`src/rtl/sa_output_collector_pkg.sv`:
```
`default_nettype none
// ============================================================================
// Module   : sa_output_collector_pkg
// Purpose  : Shared widths, FSM state encoding and the signed-16 saturation
//            helper for the systolic-array output collector.
// Ports    : none (package)
// Revision : 1.0 - initial release
// ============================================================================
package sa_output_collector_pkg;

  localparam int DATA_W = 16;  // lane / pixel width
  localparam int SUM_W  = 18;  // three 16-bit terms cannot overflow 18 bits

  typedef enum logic [1:0] {
    IDLE    = 2'd0,
    COLLECT = 2'd1,
    DRAIN   = 2'd2,
    DONE    = 2'd3
  } state_t;

  localparam logic signed [SUM_W-1:0] SAT_MAX = 18'sd32767;
  localparam logic signed [SUM_W-1:0] SAT_MIN = -18'sd32768;

  // Clamp an 18-bit signed sum into the signed 16-bit range.
  function automatic logic [DATA_W-1:0] sat16(input logic signed [SUM_W-1:0] s);
    logic [DATA_W-1:0] r;
    if (s > SAT_MAX) begin
      r = 16'h7fff;
    end else if (s < SAT_MIN) begin
      r = 16'h8000;
    end else begin
      r = s[DATA_W-1:0];
    end
    return r;
  endfunction

endpackage
`default_nettype wire

```
`src/rtl/sa_output_collector_if.sv`:
```
`default_nettype none
// ============================================================================
// Module   : sa_output_collector_if
// Purpose  : Bundles the SA-facing sample lanes and the downstream valid/ready
//            result stream of the output collector.
// Signals  : srt_sig, in1, in2, in3 - skewed SA samples (driven by master)
//            out_rdy                - downstream ready   (driven by master)
//            out, out_vld           - result pixel stream (driven by slave)
//            done, busy, err        - status             (driven by slave)
// Modports : master = stimulus/upstream side, slave = collector side
// Revision : 1.0 - initial release
// ============================================================================
interface sa_output_collector_if;
  import sa_output_collector_pkg::*;

  logic                     srt_sig;
  logic signed [DATA_W-1:0] in1;
  logic signed [DATA_W-1:0] in2;
  logic signed [DATA_W-1:0] in3;
  logic                     out_rdy;
  logic signed [DATA_W-1:0] out;
  logic                     out_vld;
  logic                     done;
  logic                     busy;
  logic                     err;

  modport master (
    output srt_sig, in1, in2, in3, out_rdy,
    input  out, out_vld, done, busy, err
  );

  modport slave (
    input  srt_sig, in1, in2, in3, out_rdy,
    output out, out_vld, done, busy, err
  );

endinterface
`default_nettype wire

```
`src/rtl/sa_deskew.sv`:
```
`default_nettype none
// ============================================================================
// Module   : sa_deskew
// Purpose  : Per-lane delay lines that undo the 0/1/2-cycle skew of the SA
//            rows. srt_sig follows lane 1 so avld_o marks aligned triples.
// Ports    : clk, rst            - clock, async active-high reset
//            srt_sig_i           - lane-1 sample strobe
//            in1_i, in2_i, in3_i - skewed lane partial sums
//            avld_o              - aligned-sample valid
//            a1_o, a2_o, a3_o    - aligned lane partial sums
// Revision : 1.0 - initial release
// ============================================================================
module sa_deskew
  import sa_output_collector_pkg::*;
#(
  parameter int IN1_DLY = 2,
  parameter int IN2_DLY = 1,
  parameter int IN3_DLY = 0
) (
  input  logic                     clk,
  input  logic                     rst,
  input  logic                     srt_sig_i,
  input  logic signed [DATA_W-1:0] in1_i,
  input  logic signed [DATA_W-1:0] in2_i,
  input  logic signed [DATA_W-1:0] in3_i,
  output logic                     avld_o,
  output logic signed [DATA_W-1:0] a1_o,
  output logic signed [DATA_W-1:0] a2_o,
  output logic signed [DATA_W-1:0] a3_o
);

  logic [2:0][DATA_W-1:0] lane_in;
  logic [2:0][DATA_W-1:0] lane_out;

  assign lane_in = {in3_i, in2_i, in1_i};

  generate
    for (genvar l = 0; l < 3; l++) begin : g_lane
      localparam int D = (l == 0) ? IN1_DLY : (l == 1) ? IN2_DLY : IN3_DLY;
      if (D == 0) begin : g_pass
        assign lane_out[l] = lane_in[l];
      end else begin : g_pipe
        logic [DATA_W-1:0] pipe_q [D];
        always_ff @(posedge clk or posedge rst) begin
          if (rst) begin
            for (int i = 0; i < D; i++) pipe_q[i] <= '0;
          end else begin
            pipe_q[0] <= lane_in[l];
            for (int i = 1; i < D; i++) pipe_q[i] <= pipe_q[i-1];
          end
        end
        assign lane_out[l] = pipe_q[D-1];
      end
    end

    // The strobe travels with lane 1, the lane it qualifies.
    if (IN1_DLY == 0) begin : g_srt_pass
      assign avld_o = srt_sig_i;
    end else begin : g_srt_pipe
      logic srt_q [IN1_DLY];
      always_ff @(posedge clk or posedge rst) begin
        if (rst) begin
          for (int i = 0; i < IN1_DLY; i++) srt_q[i] <= 1'b0;
        end else begin
          srt_q[0] <= srt_sig_i;
          for (int i = 1; i < IN1_DLY; i++) srt_q[i] <= srt_q[i-1];
        end
      end
      assign avld_o = srt_q[IN1_DLY-1];
    end
  endgenerate

  assign a1_o = lane_out[0];
  assign a2_o = lane_out[1];
  assign a3_o = lane_out[2];

endmodule
`default_nettype wire

```
`src/rtl/sa_output_collector.sv`:
```
`default_nettype none
// ============================================================================
// Module   : sa_output_collector
// Purpose  : Deskews the three SA row lanes, sums and saturates them per
//            column, drops the leading edge columns, buffers one
//            OUT_ROWS x OUT_COLS map and streams it row-major via valid/ready.
// Ports    : clk  - clock, rising edge
//            rst  - asynchronous active-high reset
//            bus  - sa_output_collector_if.slave (lanes, stream, status)
// Revision : 1.0 - initial release
// ============================================================================
module sa_output_collector
  import sa_output_collector_pkg::*;
#(
  parameter int IN_COLS  = 7,
  parameter int DROP     = 2,
  parameter int OUT_ROWS = 5
) (
  input  logic                        clk,
  input  logic                        rst,
  sa_output_collector_if.slave        bus
);

  localparam int OUT_COLS = IN_COLS - DROP;
  localparam int MAP_N    = OUT_ROWS * OUT_COLS;
  localparam int COL_W    = (IN_COLS  > 1) ? $clog2(IN_COLS)  : 1;
  localparam int ROW_W    = (OUT_ROWS > 1) ? $clog2(OUT_ROWS) : 1;
  localparam int PTR_W    = (MAP_N    > 1) ? $clog2(MAP_N)    : 1;

  localparam logic [COL_W-1:0] COL_LAST = COL_W'(IN_COLS - 1);
  localparam logic [ROW_W-1:0] ROW_LAST = ROW_W'(OUT_ROWS - 1);
  localparam logic [PTR_W-1:0] PTR_LAST = PTR_W'(MAP_N - 1);

  // Aligned lanes
  logic                     avld;
  logic signed [DATA_W-1:0] a1;
  logic signed [DATA_W-1:0] a2;
  logic signed [DATA_W-1:0] a3;

  sa_deskew #(
    .IN1_DLY (2),
    .IN2_DLY (1),
    .IN3_DLY (0)
  ) u_deskew (
    .clk       (clk),
    .rst       (rst),
    .srt_sig_i (bus.srt_sig),
    .in1_i     (bus.in1),
    .in2_i     (bus.in2),
    .in3_i     (bus.in3),
    .avld_o    (avld),
    .a1_o      (a1),
    .a2_o      (a2),
    .a3_o      (a3)
  );

  // State and registered outputs
  state_t            state_q;
  logic [COL_W-1:0]  col_q;
  logic [ROW_W-1:0]  row_q;
  logic [PTR_W-1:0]  rd_ptr_q;
  logic [DATA_W-1:0] out_q;
  logic              out_vld_q;
  logic              done_q;
  logic              busy_q;
  logic              err_q;
  logic [DATA_W-1:0] mem_q [MAP_N];

  // Datapath
  logic signed [SUM_W-1:0] sum;
  logic [DATA_W-1:0]       pix;
  logic                    accept;
  logic                    keep;
  logic                    last_sample;
  logic [PTR_W-1:0]        wr_idx;

  assign sum = {{(SUM_W-DATA_W){a1[DATA_W-1]}}, a1}
             + {{(SUM_W-DATA_W){a2[DATA_W-1]}}, a2}
             + {{(SUM_W-DATA_W){a3[DATA_W-1]}}, a3};
  assign pix = sat16(sum);

  // Samples are only taken while a map is being assembled; in DRAIN/DONE
  // they are discarded so the buffered map is never disturbed.
  assign accept      = avld && ((state_q == IDLE) || (state_q == COLLECT));
  assign keep        = (int'(col_q) >= DROP);
  assign last_sample = (row_q == ROW_LAST) && (col_q == COL_LAST);
  assign wr_idx      = PTR_W'(int'(row_q) * OUT_COLS + int'(col_q) - DROP);

  always_ff @(posedge clk or posedge rst) begin
    if (rst) begin
      for (int i = 0; i < MAP_N; i++) mem_q[i] <= '0;
    end else if (accept && keep) begin
      mem_q[wr_idx] <= pix;
    end
  end

  always_ff @(posedge clk or posedge rst) begin
    if (rst) begin
      state_q   <= IDLE;
      col_q     <= '0;
      row_q     <= '0;
      rd_ptr_q  <= '0;
      out_q     <= '0;
      out_vld_q <= 1'b0;
      done_q    <= 1'b0;
      busy_q    <= 1'b0;
      err_q     <= 1'b0;
    end else begin
      done_q <= 1'b0;

      if (avld && ((state_q == DRAIN) || (state_q == DONE))) begin
        err_q <= 1'b1;
      end

      // Column/row counters advance only on accepted samples, so srt_sig
      // gaps simply stall them.
      if (accept) begin
        if (col_q == COL_LAST) begin
          col_q <= '0;
          row_q <= (row_q == ROW_LAST) ? '0 : row_q + ROW_W'(1);
        end else begin
          col_q <= col_q + COL_W'(1);
        end
      end

      unique case (state_q)
        IDLE: begin
          if (accept) begin
            state_q <= last_sample ? DRAIN : COLLECT;
            busy_q  <= 1'b1;
          end
        end
        COLLECT: begin
          if (accept && last_sample) begin
            state_q <= DRAIN;
          end
        end
        DRAIN: begin
          // First DRAIN cycle preloads pixel 0; after that each handshake
          // advances to the next pixel without a bubble.
          if (!out_vld_q) begin
            out_vld_q <= 1'b1;
            out_q     <= mem_q[rd_ptr_q];
          end else if (bus.out_rdy) begin
            if (rd_ptr_q == PTR_LAST) begin
              state_q   <= DONE;
              out_vld_q <= 1'b0;
              out_q     <= '0;
              done_q    <= 1'b1;
              busy_q    <= 1'b0;
            end else begin
              rd_ptr_q <= rd_ptr_q + PTR_W'(1);
              out_q    <= mem_q[rd_ptr_q + PTR_W'(1)];
            end
          end
        end
        DONE: begin
          state_q  <= IDLE;
          col_q    <= '0;
          row_q    <= '0;
          rd_ptr_q <= '0;
        end
      endcase
    end
  end

  assign bus.out     = out_q;
  assign bus.out_vld = out_vld_q;
  assign bus.done    = done_q;
  assign bus.busy    = busy_q;
  assign bus.err     = err_q;

endmodule
`default_nettype wire

```
`src/flat_wrapper.sv`:
```
// flat-port wrapper written by rule: the top's interface ports become plain ports
module sa_output_collector_flat import sa_output_collector_pkg::*;
#(
  parameter int IN_COLS  = 7,
  parameter int DROP     = 2,
  parameter int OUT_ROWS = 5
)
  (clk, rst, bus_srt_sig, bus_in1, bus_in2, bus_in3, bus_out_rdy, bus_out, bus_out_vld, bus_done, bus_busy, bus_err);
  sa_output_collector_if bus_i ();
  input  logic clk;
  input  logic rst;
  input wire logic [$bits(bus_i.srt_sig)-1:0] bus_srt_sig;
  input wire logic [$bits(bus_i.in1)-1:0] bus_in1;
  input wire logic [$bits(bus_i.in2)-1:0] bus_in2;
  input wire logic [$bits(bus_i.in3)-1:0] bus_in3;
  input wire logic [$bits(bus_i.out_rdy)-1:0] bus_out_rdy;
  output wire logic [$bits(bus_i.out)-1:0] bus_out;
  output wire logic [$bits(bus_i.out_vld)-1:0] bus_out_vld;
  output wire logic [$bits(bus_i.done)-1:0] bus_done;
  output wire logic [$bits(bus_i.busy)-1:0] bus_busy;
  output wire logic [$bits(bus_i.err)-1:0] bus_err;
  assign bus_i.srt_sig = bus_srt_sig;
  assign bus_i.in1 = bus_in1;
  assign bus_i.in2 = bus_in2;
  assign bus_i.in3 = bus_in3;
  assign bus_i.out_rdy = bus_out_rdy;
  assign bus_out = bus_i.out;
  assign bus_out_vld = bus_i.out_vld;
  assign bus_done = bus_i.done;
  assign bus_busy = bus_i.busy;
  assign bus_err = bus_i.err;
  sa_output_collector #(.IN_COLS(IN_COLS), .DROP(DROP), .OUT_ROWS(OUT_ROWS)) u_core (.clk(clk), .rst(rst), .bus(bus_i));
endmodule
```
`config.mk`:
```
export PLATFORM = sky130hd
export DESIGN_NAME = sa_output_collector_flat
export DESIGN_NICKNAME = d
export VERILOG_FILES = /design/src/rtl/sa_output_collector_pkg.sv /design/src/rtl/sa_output_collector_if.sv /design/src/rtl/sa_deskew.sv /design/src/rtl/sa_output_collector.sv /design/src/flat_wrapper.sv
export SDC_FILE = /design/constraint.sdc
export NUM_CORES = 1
export LEC_CHECK = 0
export ABC_AREA = 1
export ABC_CLOCK_PERIOD_IN_PS = 13960
export BUFFER_PORTS_ARGS = -buffer_cell sky130_fd_sc_hd__buf_2
export CAP_MARGIN = 10
export CORE_ASPECT_RATIO = 0.75
export CORE_UTILIZATION = 25
export CTS_BUF_LIST = sky130_fd_sc_hd__clkbuf_8
export DETAILED_ROUTE_END_ITERATION = 7
export MAX_ROUTING_LAYER = met4
export PLACE_DENSITY = 0.52
export SKIP_LAST_GASP = 1
export SLEW_MARGIN = 20
export SYNTH_ARGS = -nofsm -noshare
export SYNTH_HDL_FRONTEND = slang
export SYNTH_HIERARCHICAL = 1
export SYNTH_SLANG_ARGS = --single-unit
export TNS_END_PERCENT = 50
```
`constraint.sdc`:
```
create_clock -name clk -period 13.96 [get_ports clk]
set_input_delay 1.396 -clock clk [delete_from_list [all_inputs] [get_ports clk]]
set_output_delay 1.396 -clock clk [all_outputs]
set_load 0.01 [all_outputs]
```
=== Yosys cells after proc, flatten, opt, wreduce, memory -nomap -nowiden ===
Cells that the tools add are included.

* Flip-flop bits (word level): 483
* Input bits: 52
* Output and inout bits: 20
* Word-level logic and storage cells: 132

* Add/subtract/negate cells: 7
* Multiply operators: 1
* $lt $le $gt $ge: 7
* Equality and inequality tests: 13
* Muxes and demuxes: 44
* Bitwise logic cells: 3
* Reductions and logical operators: 18

{| class="wikitable"
|+ Operator list
! operator !! number
|-
| $bwmux 400 || 1
|-
| $bmux 16 s5 || 2
|-
| $mux 16 || 10
|-
| $demux 16 s5 || 1
|-
| $mux 3 || 7
|-
| $add 18x18->18 || 1
|-
| $ge 6x6->1 const B || 3
|-
| $gt 18x16->1 const B || 1
|-
| $lt 18x16->1 const B || 1
|-
| $not 5->6 || 3
|-
| $add 16x16->17 || 1
|-
| $mux 5 || 3
|-
| $mux 2 || 6
|-
| $mux 1 || 11
|-
| $ne 2x2->1 const B || 5
|-
| $pmux 5 s2 || 1
|-
| $reduce_and 5->1 || 2
|-
| $pmux 2 s4 || 1
|-
| $reduce_bool 2->1 || 4
|-
| $add 3x1->3 const B || 2
|-
| $eq 3x3->1 const B || 2
|-
| $logic_and 1x1->1 || 6
|-
| $lt 6x1->1 const B || 1
|-
| $add 5x1->5 const B || 1
|-
| other kinds (13) || 17
|}

=== Depth between registers and ports, before layout ===
* Depth after elaboration: 9
* Depth in mapped cells: 22
* Depth with buffers taken out: 19

=== Hierarchy ===
The synthesis kept the hierarchy.

{| class="wikitable"
|+ Modules (own cells, without submodules)
! module !! instances !! cells an instance !! area each (um2) !! seq. area each (um2)
|-
| sa_output_collector || 1 || 3,792 || 26,604.3 || 10,835.4
|-
| sa_deskew || 1 || 83 || 1,495.2 || 1,251.2
|}

=== Worst setup path before layout ===
No wires, ideal clock.

* Path type: input to register
* Start point: in bus_in3[1]
* End point: reg u_core/mem_q[272] in the netlist's numbering
* Library setup time: 118 ps
* Arrival time: 3,829 ps
* Required time: 13,842 ps
* Path slack: 10,014 ps
* Stages on the path: 21
* Buffers on the path: 4
* Path through: buf_4 -> inv_1 -> fa_1 -> inv_1 -> ha_1 -> fa_1 -> nand2_1 -> nand2_1 -> nand3_1 -> nand2_1 -> nand2_1 -> nand2_1 -> nand2_1 -> nand2_1 -> nand2_1 -> nand2_4 -> buf_6 -> buf_8 -> buf_6 -> nand3_1 -> nand2_1

* Cells in the longest elaborated chain, start to end: 5
* Elaborated cells on any way between the ends: 6
* Those cells by class: add/sub: 1; order compare: 2; mux: 3

{| class="wikitable"
|+ Ends and longest elaborated chain
! element !! line !! text
|-
| from (decl) || flat_wrapper.sv:15 || <nowiki>input wire logic [$bits(bus_i.in3)-1:0] bus_in3;</nowiki>
|-
| $add 18x18->18 (*) || sa_output_collector.sv:79 || <nowiki>+ {{(SUM_W-DATA_W){a3[DATA_W-1]}}, a3};</nowiki>
|-
| $lt 18x16->1 || sa_output_collector_pkg.sv:29 || <nowiki>end else if (s < SAT_MIN) begin</nowiki>
|-
| $mux 16 || sa_output_collector_pkg.sv:29 ||
|-
| $mux 16 (*) || sa_output_collector_pkg.sv:27 || <nowiki>if (s > SAT_MAX) begin</nowiki>
|-
| $bwmux 400 (*) || sa_output_collector.sv:93 || <nowiki>mem_q[wr_idx] <= pix;</nowiki>
|-
| to (signal, indexed assignment) || sa_output_collector.sv:93 ||
|-
| to (decl) || sa_output_collector.sv:67 || <nowiki>logic [DATA_W-1:0] mem_q [MAP_N];</nowiki>
|}

Mark *: on every way between the ends. The rest lies on a longest branch, timed or not.
A chain may end at the register's enable or synchronous reset.

=== Final worst setup path ===
* Start point: reg u_core.rd_ptr_q[1]
* End point: reg u_core.out_q[6], in the netlist u_core/bus.out[6]

* Cells in the longest elaborated chain, start to end: 8
* Elaborated cells on any way between the ends: 13
* Those cells by class: add/sub: 1; eq/ne: 1; mux: 9; bitwise: 2

{| class="wikitable"
|+ Ends and longest elaborated chain
! element !! line !! text
|-
| from (decl) || sa_output_collector.sv:61 || <nowiki>logic [PTR_W-1:0] rd_ptr_q;</nowiki>
|-
| from (signal assigned) || sa_output_collector.sv:152 || <nowiki>rd_ptr_q <= rd_ptr_q + PTR_W'(1);</nowiki>
|-
| $add 5x1->5 || sa_output_collector.sv:153 || <nowiki>out_q <= mem_q[rd_ptr_q + PTR_W'(1)];</nowiki>
|-
| $not 5->6 (implied by the code) || sa_output_collector.sv:153 ||
|-
| $bmux 16 s5 || sa_output_collector.sv:153 ||
|-
| $mux 16 (implied by the code) (2 in a row) || sa_output_collector.sv:153 ||
|-
| $mux 16 || sa_output_collector.sv:145 || <nowiki>if (rd_ptr_q == PTR_LAST) begin</nowiki>
|-
| $mux 16 || sa_output_collector.sv:144 || <nowiki>end else if (bus.out_rdy) begin</nowiki>
|-
| $mux 16 (*) || sa_output_collector.sv:141 || <nowiki>if (!out_vld_q) begin</nowiki>
|-
| to (signal assigned) || sa_output_collector.sv:143 || <nowiki>out_q <= mem_q[rd_ptr_q];</nowiki>
|-
| to (signal assigned) || sa_output_collector.sv:153 ||
|-
| to (decl) || sa_output_collector.sv:62 || <nowiki>logic [DATA_W-1:0] out_q;</nowiki>
|}

Mark *: on every way between the ends. The rest lies on a longest branch, timed or not. The select of a mux whose other input is x is not followed.

==> flow_summary.ini <==
[global_routing]
grt_overflow = 0
grt_pass1_wl_um = 164000
antenna_found_initial = 2
grt_max_degree = 141
grt_pass1_vias = 25200
grtUsageTotal_pct = 19.6

[clock_network]
clock_sinks = 483
post_cts_buffers = 0
post_cts_resized = 0
cts_tree = yes
hold_buffers = 0
cts_buffers = 86
cts_buffer_depth = 3
worstSkewPairLatency_ps = 760
root_buffer = clkbuf_8
clk_pin_slew_ps = 60
cts_max_level = 3

[sta]
clock_skew_ps = 39.0
post-route-period-util_pct = 40.3
period_minus_slack_ps = 5620
relSlewSlack_pct = 21.1
timing.fmax_mhz = 178
rsz0062_at_grt = no
setup_viol = 0
hold_violations = 0
fin_setup_tns_ps = 0
worst_pin_slew_ps = 1180
slew_violations = 0

[worst_setup_path]
path_buf_inv = 3
critPathLaunchType = register
crit_path_frequent_cell = nand2_1
cp_max_fo = 68
cp.required_ps = 14580
cp_cell_sequence = clkinv_2, ha_4, buf_4, buf_4, o21ai_0, o211ai_1, nand3_1, nand2_1, nand2_1, nand2_1, nand2_1
crit_family = buffers and inverters
crit_type = register to register
slowest_stage = ha_4
cpPeakStageDelay_ps = 890
worst_setup_path_end_kind = register
worst_ep_arrival_time_ps = 6250

[final_layout]
final_common_cell = nand2_1
n_fill_cell = 12200
drive_gt1_share_pct = 9.32
fin_util_pct = 27.9
seqCellArea_um2 = 12100
layout_common_cells = nand2_1, dfrtp_1, nand3_1
final_net_count = 3878
syn_to_final_growth_pct = 10.6
multi_input_area_um2 = 13400

[route]
vias_per_cell = 5.03
drt-initial-drc-count = 3160
drc = 0
vias = 26700
drt-total-wl_um = 109000
firstDrtPassIters = 6
wl_per_cell_um = 20.6
antenna_left = 0

[place]
hpwl_um = 66100
port_buffers = 71
routabilityCongestion = 0.875

[synthesis]
ys_types = 41
synth.avg_cell_area_um2 = 7.25
netlist_area_um2 = 28100
synth_edf_count = 0
synth_flop_cell = dfrtp_1
yosysSeqAreaShare_pct = 43.0
synth_fp_nets = 3977
syn_inst = 3875
synth_warnings = 6
async_flop_share_pct = 100
synth-seq-cells = 483

[run]
cap_violations = 0

[power_and_ir_drop]
leakagePower_nw = 14.7
ir_worst_vdd_uv = 149
p_per_area_nw_per_um2 = 278

[run_status]
status = finished clean

[die]
fp.dieH_um = 292
io_pins = 72
rows = 106
start_util_pct = 25.2
die_x_um = 389
core-area_um2 = 111000
design.die.area_um2 = 114000

[min_path]
holdCritPathClass = register to register
## worst paths after layout
| check | from | end | slack (ps) | cells past startpoint |
|---|---|---|---|---|
| setup / recovery | u_core/rd_ptr_q[1] | u_core/bus.out[6] | 8340 | 11 |
| hold / removal | u_core/u_deskew/g_lane[0].g_pipe.pipe_q[29] | u_core/u_deskew/a1_o[13] | 340 | 0 |
| setup reg to reg | u_core/rd_ptr_q[1] | u_core/bus.out[6] | 8340 | 11 |
| hold reg to reg | u_core/u_deskew/g_lane[0].g_pipe.pipe_q[29] | u_core/u_deskew/a1_o[13] | 340 | 0 |
| max in group asynchronous | rst | u_core/bus.out[13] | 10890 | 4 |
| min in group asynchronous | rst | u_core/u_deskew/g_srt_pipe.srt_q[1] | 570 | 2 |
## logic make-up (layout without fill, tap and decap cells)
family / count (synthesis) / in the layout / share of synthesized area (%)
multiplexers: 1 / 1 / 0.0356
XOR/XNOR: 19 / 19 / 0.619
AND/OR/NAND/NOR: 1940 / 1940 / 28.8
other: 0 / 1 / 0
flip-flops: 483 / 483 / 43.0
buffers and inverters: 589 / 557 / 9.40
AO/OA/AOI/OAI: 793 / 793 / 15.4
adder cells (fa/ha/maj): 50 / 50 / 2.76
## area by class of cell
type / instances / share of cell area (%)
antenna: 1 / 0.00805
clock buffer: 116 / 5.14
clock inverter: 39 / 1.07
inverter: 287 / 3.52
multi-input combinational: 2803 / 43.2
sequential: 483 / 38.9
tap: 1458 / 5.87
timing repair buffer: 115 / 2.25
## state kept, by name, indices dropped and copies added, names as in the netlist, 2 cells and up
name                                  cells
u_core/u_deskew/a2_o                     16
u_core/row_q                              3
u_core/col_q                              3
u_core/u_deskew/g_lane.g_pipe.pipe_q     16
u_core/bus.out                           16
u_core/rd_ptr_q                           5
u_core/u_deskew/a1_o                     16
u_core/state_q                            2
u_core/mem_q                            400
## layer usage
metal  up-vias  part of all wire [%]  global-route usage (%)
met5         -                     0                       -
met4         0                   2.4                    5.68
li1      12400                     -                       -
met3       196                    12                    6.47
met2      1340                    39                    25.8
met1     12800                    46                    27.9
## cell usage after synthesis, types with 12 or more instances
library cell	n	area share, %
clkbuf_1	136	1.8
buf_1	35	0.47
fa_1	20	1.4
inv_1	254	3.4
nand4_1	19	0.42
ha_1	30	1.3
nand2_2	15	0.33
buf_6	26	1.0
nor2_2	12	0.27
nand2_1	1409	19
a21oi_1	310	5.5
xor2_1	12	0.37
dfrtp_1	483	43
inv_2	32	0.43
buf_2	69	1.2
nand3_1	370	6.6
nor2_1	79	1.1
buf_4	34	0.91
o21ai_0	343	6.1
o211ai_1	121	3.2
## through the flow
| step | cell area, um2 | std cells | power (W) | worst slack, ps | hold WS [ps] |
|---|---|---|---|---|---|
| final | 31100 | 5302 | 0.00864 | 8340 | 342 |
| after global routing | 31100 | 5302 | 0.00920 | 8300 | 348 |
| after CTS | 31100 | 5301 | 0.00851 | 8570 | 328 |
| after detailed placement | 29100 | 5146 | 0.00695 | 8090 | 335 |
| after global placement | 29100 | 5146 | 0.00691 | 8150 | 332 |
| after floorplan | 28100 | 3875 | 0.00537 | 504 | 331 |
## power breakdown
part | switching [W] | internal [W] | total (W)
Sequential | 0.000400 | 0.00192 | 0.00232
Combinational | 0.00354 | 0.00126 | 0.00480
Clock | 0.000671 | 0.000851 | 0.00152
(Power assumes the default switching activity.)
